[src/rtl/nios_link_pkg.sv]
// rtl/nios_link_pkg.sv - shared widths and word type for the NIOS receive PIO link
package nios_link_pkg;

    localparam int DEF_DATA_W = 32;
    localparam int DEF_OFS_W  = 7;
    localparam int DEF_DEPTH  = 1 << DEF_OFS_W;

    typedef logic [DEF_DATA_W-1:0] word_t;

endpackage

[src/rtl/nios_recv_buffer_if.sv]
// rtl/nios_recv_buffer_if.sv - ReCOP datacall stream and NIOS recv PIO signals
interface nios_recv_buffer_if #(
    parameter int DATA_W = nios_link_pkg::DEF_DATA_W,
    parameter int OFS_W  = nios_link_pkg::DEF_OFS_W
);

    logic              pkt_valid;
    logic [DATA_W-1:0] pkt_data;
    logic              pkt_ready;
    logic [OFS_W:0]    recv_addr;
    logic [DATA_W-1:0] recv_data;
    logic              pk_input;

    // master: ReCOP producer plus NIOS reader; slave: the buffer itself
    modport master (
        output pkt_valid,
        output pkt_data,
        output recv_addr,
        input  pkt_ready,
        input  recv_data,
        input  pk_input
    );

    modport slave (
        input  pkt_valid,
        input  pkt_data,
        input  recv_addr,
        output pkt_ready,
        output recv_data,
        output pk_input
    );

endinterface

[src/rtl/nios_recv_buffer_dpram.sv]
// rtl/nios_recv_buffer_dpram.sv - simple dual-port RAM with registered read, M10K-inferable
module recv_dpram
    import nios_link_pkg::*;
#(
    parameter int DATA_W = DEF_DATA_W,
    parameter int ADDR_W = DEF_OFS_W
) (
    input  logic              clk,
    input  logic              wr_en,
    input  logic [ADDR_W-1:0] wr_addr,
    input  logic [DATA_W-1:0] wr_data,
    input  logic [ADDR_W-1:0] rd_addr,
    output logic [DATA_W-1:0] rd_data
);

    logic [DATA_W-1:0] mem [0:(1 << ADDR_W)-1];

    // no reset and read-old-data on collision so the block maps onto a RAM primitive
    always_ff @(posedge clk) begin
        if (wr_en) begin
            mem[wr_addr] <= wr_data;
        end
        rd_data <= mem[rd_addr];
    end

endmodule

[src/rtl/nios_recv_buffer.sv]
// rtl/nios_recv_buffer.sv - circular receive buffer between ReCOP datacalls and the NIOS recv PIOs
module nios_recv_buffer
    import nios_link_pkg::*;
#(
    parameter int DATA_W = DEF_DATA_W,
    parameter int OFS_W  = DEF_OFS_W
) (
    input  logic           clk,
    input  logic           reset,
    nios_recv_buffer_if.slave link,
    output logic [OFS_W:0] count,
    output logic           overflow
);

    localparam logic [OFS_W:0]   CNT_FULL = {1'b1, {OFS_W{1'b0}}};
    localparam logic [OFS_W:0]   CNT_ONE  = {{OFS_W{1'b0}}, 1'b1};
    localparam logic [OFS_W-1:0] PTR_ONE  = {{(OFS_W-1){1'b0}}, 1'b1};

    logic [OFS_W-1:0]  wr_ptr;
    logic [OFS_W-1:0]  rd_ptr;
    logic [OFS_W-1:0]  rd_ptr_nxt;
    logic [OFS_W-1:0]  offset;
    logic [OFS_W-1:0]  rd_idx;
    logic [OFS_W:0]    count_nxt;
    logic              ack_bit;
    logic              ack_q;
    logic              wr_en;
    logic              pop;
    logic              in_range;
    logic              rd_valid_q;
    logic [DATA_W-1:0] ram_q;

    assign link.pkt_ready = (count != CNT_FULL);

    // Pointer/count update; the read index is taken from post-update state so a pop
    // is reflected in recv_data on the very next cycle.
    always_comb begin
        ack_bit    = link.recv_addr[OFS_W];
        offset     = link.recv_addr[OFS_W-1:0];
        wr_en      = link.pkt_valid && link.pkt_ready;
        pop        = (ack_bit ^ ack_q) && (count != '0);
        count_nxt  = count;
        rd_ptr_nxt = rd_ptr;
        if (wr_en && !pop) begin
            count_nxt = count + CNT_ONE;
        end else if (!wr_en && pop) begin
            count_nxt = count - CNT_ONE;
        end
        if (pop) begin
            rd_ptr_nxt = rd_ptr + PTR_ONE;
        end
        rd_idx   = rd_ptr_nxt + offset;
        in_range = ({1'b0, offset} < count_nxt);
    end

    always_ff @(posedge clk or posedge reset) begin
        if (reset) begin
            wr_ptr        <= '0;
            rd_ptr        <= '0;
            count         <= '0;
            ack_q         <= 1'b0;
            overflow      <= 1'b0;
            rd_valid_q    <= 1'b0;
            link.pk_input <= 1'b0;
        end else begin
            if (wr_en) begin
                wr_ptr <= wr_ptr + PTR_ONE;
            end
            if (link.pkt_valid && !link.pkt_ready) begin
                overflow <= 1'b1;
            end
            rd_ptr        <= rd_ptr_nxt;
            count         <= count_nxt;
            ack_q         <= ack_bit;
            rd_valid_q    <= in_range;
            link.pk_input <= (count_nxt != '0);
        end
    end

    recv_dpram #(
        .DATA_W (DATA_W),
        .ADDR_W (OFS_W)
    ) u_dpram (
        .clk     (clk),
        .wr_en   (wr_en),
        .wr_addr (wr_ptr),
        .wr_data (link.pkt_data),
        .rd_addr (rd_idx),
        .rd_data (ram_q)
    );

    // out-of-range offsets read as zero; the flag also forces zero straight out of reset
    assign link.recv_data = rd_valid_q ? ram_q : '0;

endmodule

[src/flat_wrapper.sv]
// flat-port wrapper written by rule: the top's interface ports become plain ports
module nios_recv_buffer_flat import nios_link_pkg::*;
#(
    parameter int DATA_W = DEF_DATA_W,
    parameter int OFS_W  = DEF_OFS_W
)
  (clk, reset, count, overflow, link_pkt_valid, link_pkt_data, link_recv_addr, link_pkt_ready, link_recv_data, link_pk_input);
  nios_recv_buffer_if #(.DATA_W(DATA_W), .OFS_W(OFS_W)) link_i ();
  input  logic clk;
  input  logic reset;
  output logic [OFS_W:0] count;
  output logic overflow;
  input wire logic [$bits(link_i.pkt_valid)-1:0] link_pkt_valid;
  input wire logic [$bits(link_i.pkt_data)-1:0] link_pkt_data;
  input wire logic [$bits(link_i.recv_addr)-1:0] link_recv_addr;
  output wire logic [$bits(link_i.pkt_ready)-1:0] link_pkt_ready;
  output wire logic [$bits(link_i.recv_data)-1:0] link_recv_data;
  output wire logic [$bits(link_i.pk_input)-1:0] link_pk_input;
  assign link_i.pkt_valid = link_pkt_valid;
  assign link_i.pkt_data = link_pkt_data;
  assign link_i.recv_addr = link_recv_addr;
  assign link_pkt_ready = link_i.pkt_ready;
  assign link_recv_data = link_i.recv_data;
  assign link_pk_input = link_i.pk_input;
  nios_recv_buffer #(.DATA_W(DATA_W), .OFS_W(OFS_W)) u_core (.clk(clk), .reset(reset), .link(link_i), .count(count), .overflow(overflow));
endmodule
[config.mk]
export PLATFORM = sky130hd
export DESIGN_NAME = nios_recv_buffer_flat
export DESIGN_NICKNAME = d
export VERILOG_FILES = /design/src/rtl/nios_link_pkg.sv /design/src/rtl/nios_recv_buffer_if.sv /design/src/rtl/nios_recv_buffer_dpram.sv /design/src/rtl/nios_recv_buffer.sv /design/src/flat_wrapper.sv
export SDC_FILE = /design/constraint.sdc
export NUM_CORES = 2
export LEC_CHECK = 0
export CAP_MARGIN = 0
export CORE_AREA = 2 2 434 651
export DETAILED_ROUTE_END_ITERATION = 10
export DIE_AREA = 0 0 436 653
export HOLD_SLACK_MARGIN = 0.03
export PLACE_DENSITY = 0.75
export SLEW_MARGIN = 20
export SYNTH_ARGS = -nofsm -noshare
export SYNTH_HDL_FRONTEND = slang
export SYNTH_HIERARCHICAL = 1
export SYNTH_SLANG_ARGS = --single-unit
[constraint.sdc]
create_clock -name clk -period 5.8 [get_ports clk]
set_clock_uncertainty 0.1 [all_clocks]
set_input_delay 1.74 -clock clk [delete_from_list [all_inputs] [get_ports clk]]
set_output_delay 1.74 -clock clk [all_outputs]
set_load 0.02 [all_outputs]
==> metrics.md <==
| Metric | Value |
|---|---|
| Crit. End Element | flip-flop |
| Sink Count | about 4200 |
| CP max stage delay | ~760 ps |
| Die W | about 440 um |
| EDFF count, synth | 4096 |
| Peak VDD IR | approximately 0.61 mV |
| Initial core utilization | a little under three fifths |
| Overflow after GRT | 0 |
| Clock group share of total power | about a fifth |
| First-pass GRT wire length | a little over 600000 um |
| Leading post-synthesis cells by cell area | edfxtp_1 78%, mux4_2 19%, clkbuf_1 0.45%, dfrtp_1 0.41%, dfxtp_1 0.40% |
| Tmin final | around 5700 ps |
| Finished Core Util | 65.4% |
| Drt wl/cell | 41.2 um |
| Register area share after synthesis | roughly 79% |
| Pre-antenna DRT Iters | 8 |
| CTS Hold Bufs | 0 |
| Req. time, crit path | approximately 6500 ps |
| Rows | 238 |
| Sw Share | 37.1% |
| Vias per cell | 7.03 |
| Fill count | about 17000 |
| Nets | roughly 7000 |
| P per Cell Area | about 660 nW/um^2 |
| Post-placement cell count | 10200 |
| CTS tree | yes |
| Ys Warns | 6 |
| Crit-path cells | inv_1 > ha_1 > or4b_4 > o31a_1 > buf_6 > mux2_2 > inv_1 > fa_2 > xnor2_4 > buf_12 > buf_6 > buf_16 > buf_6 > buf_12 > mux4_2 > mux4_2 > mux4_2 > mux2_4 |
| Post-synth top area cell | edfxtp_1 |
| CP Max Fanout | 11 |
| DRC | 0 |
| Clk_lat worst skew | approximately 900 ps |
| Cell variety after synth | 59 |
| Final setup fails | 0 |
| Initial antenna violation count | 55 |
| Finished Layout Cells | about 11000 |
| Worst EP arrival | approximately 6400 ps |
| CTS buffer count | roughly 360 |
| Worst-margin pin slew | 1240 ps |
| Clock root buffer | clkbuf_16 |
| H-tree Lvls | 5 |
| Final TNS setup | 0 ps |
| Outcome | finished clean |
| Mapped Avg Cell Area | 25.5 um^2 |
| Most frequent cells in the layout | 4096 x edfxtp_1, 1344 x mux4_2, 364 x clkbuf_16 |
| Multi-input logic area | approximately 34000 um^2 |
| Unrepaired setup endpoints after global routing | false |
| Gpl congestion | roughly 0.88 |
| Vias in the first global route | 78300 |
| Combinational Power Share | 51.3% |
| Hold Violations, Final | 0 |
| Routed Antenna Nets | 0 |
| Type of the most critical hold path | flip-flop to flip-flop |
| Commonest non-fill, non-tap cell in the layout | edfxtp_1 |
| Bufs and invs on worst path | 8 |
| Via count | 77000 |
| Max-slew violations | 0 |
| Buffers added on ports | between 80 and 90 |
| Fmax | ~180 MHz |
| Largest delay share family, worst path | multiplexers |
| Ports | 86 |
| Sw Pwr | between 40 and 50 mW |
| Detailed Place HPWL | ~240000 um |
| Clk buf depth | 4 |
| Largest net degree at the start of global routing | around 130 |
| DIE HEIGHT | about 650 um |
| Synth top area share | roughly 80% |
| Fin crit share | a little over nine tenths |
| P_leak | between 50 and 60 nW |
| Layout area overhead | 15.3% |
| Register area | roughly 120000 um^2 |
| DR iter-0 viols | about 12000 |
| Ys async rst share | less than 1% |
| #FFs+latches synth | approximately 4200 |
| Max-Cap Viols | 0 |
| Slew HR | ~17% |
| Internal power | 75.5 mW |
| Die area | 285000 um^2 |
| Main synth FF type | edfxtp_1 |
| Final wirelength | approximately 450000 um |
| Register share of total power | between 20% and 30% |
| Synthesized Nets | approximately 6300 |
| Synthesized area | about 160000 um^2 |
| Total track usage | 31.8% |
| Type of origin of the critical path | flip-flop |
| WHS | around 380 ps |
| Synth Instances | approximately 6200 |
| Fraction of layout cells with a size suffix above 1 | a little under two fifths |
| Core Box Area | 279000 um^2 |
| Crit path kind | flip-flop to flip-flop |
| Clock slew at reported path FFs | 70 ps |
| CP max-delay cell | mux4_2 |
==> power by group through the flow <==
stage | sequential [mW] | combinational [mW] | clock (mW)
2_1_floorplan | 34.7 | 31.7 | 0
3_3_place_gp | 35.0 | 57.2 | 0
3_5_place_dp | 35.0 | 57.8 | 0
4_1_cts | 34.4 | 60.0 | 24.2
5_1_grt | 34.4 | 61.8 | 25.1
6_report | 34.4 | 61.6 | 24.0
==> cells by family after synthesis <==
family	after synthesis	share of synthesized area [%]
muxes	1382	19.4
buffers and inverters	347	0.914
adders and majority gates	18	0.147
DFF	4154	78.5
AOI/OAI and AO/OA	34	0.157
xor gates and xnor gates	24	0.141
and+or+nand+nor	252	0.735
==> worst paths after layout <==
check / from / to / slack (ps) / depth (start not counted)
setup / recovery: u_core/count[0]$_DFF_PP0_ / u_core/u_dpram/rd_data[12]$_DFF_P_ / 130 / 18
max in group asynchronous: reset / u_core/wr_ptr[4]$_DFFE_PP0P_ / 3930 / 3
setup reg to reg: u_core/count[0]$_DFF_PP0_ / u_core/u_dpram/rd_data[12]$_DFF_P_ / 130 / 18
hold / removal: u_core/rd_ptr[6]$_DFF_PP0_ / u_core/rd_ptr[6]$_DFF_PP0_ / 380 / 1
min in group asynchronous: reset / u_core/count[3]$_DFF_PP0_ / 1010 / 2
hold reg to reg: u_core/rd_ptr[6]$_DFF_PP0_ / u_core/rd_ptr[6]$_DFF_PP0_ / 380 / 1
==> routing by layer <==
| layer | vias up | part of all wire, % | wire (um) | GRT usage [%] |
|---|---|---|---|---|
| li1 | 28500 | - | - | - |
| met1 | 40600 | 32 | 143000 | 40.2 |
| met2 | 6579 | 49 | 221000 | 51.4 |
| met3 | 1231 | 13 | 59200 | 7.95 |
| met4 | 24 | 6.3 | 28600 | 16.8 |
| met5 | - | 0.031 | 142 | 0 |
==> cell type report <==
type / instances / area share (%)
timing repair buffer: 665 / 4.53
antenna: 44 / 0.0603
clock inverter: 212 / 1.18
clock buffer: 425 / 5.12
multi-input combinational: 1710 / 18.4
sequential: 4154 / 68.1
inverter: 20 / 0.0452
tap: 3720 / 2.55
==> synthesized netlist by cell type (2+ instances only) <==
cell type and number:
buf_1 50, o21a_1 2, inv_1 20, nand2_1 22, edfxtp_1 4096, mux4_2 1344
clkbuf_1 188, nand4_1 10, nor3b_1 2, nor4_1 2, a21o_1 2, nor2b_1 8
dfxtp_1 32, and2_1 32, nand2b_1 2, mux2_2 35, o21ai_0 5, nand3_1 18
mux2i_1 3, xnor2_1 16, nor3_1 11, ha_1 17, a21oi_1 6, dfrtp_1 26
buf_6 4, buf_4 3, nor2_1 135, buf_2 82, a221o_1 2, xor2_1 7
==> stage by stage <==
stage	total power, mW	worst slack (ps)	area, um^2
final	120	131	183000
after global routing	121	66.6	183000
after CTS	119	0.295	182000
after detailed placement	92.8	-1300	170000
after global placement	92.2	-1300	170000
after floorplan	66.4	-147	158000
==> state kept, by name, indices dropped and copies added, names as in the netlist <==
| register | flops |
|---|---|
| u_core/u_dpram/mem | 4096 |
| u_core/u_dpram/rd_data | 32 |
| u_core/count | 8 |
| u_core/rd_ptr | 7 |
| u_core/wr_ptr | 7 |
| u_core/ack_q | 1 |
| u_core/link.pk_input | 1 |
| u_core/overflow | 1 |
| u_core/rd_valid_q | 1 |
==> timing repair <==
action                                  4_1_cts  5_1_grt
setup buffers                                21        3
gates resized for setup                      22        9
pin swaps                                     4        3
gates cloned                                  2        2
endpoints found under the setup margin       32       31
No activity file was read; power rests on OpenSTA's default activity.
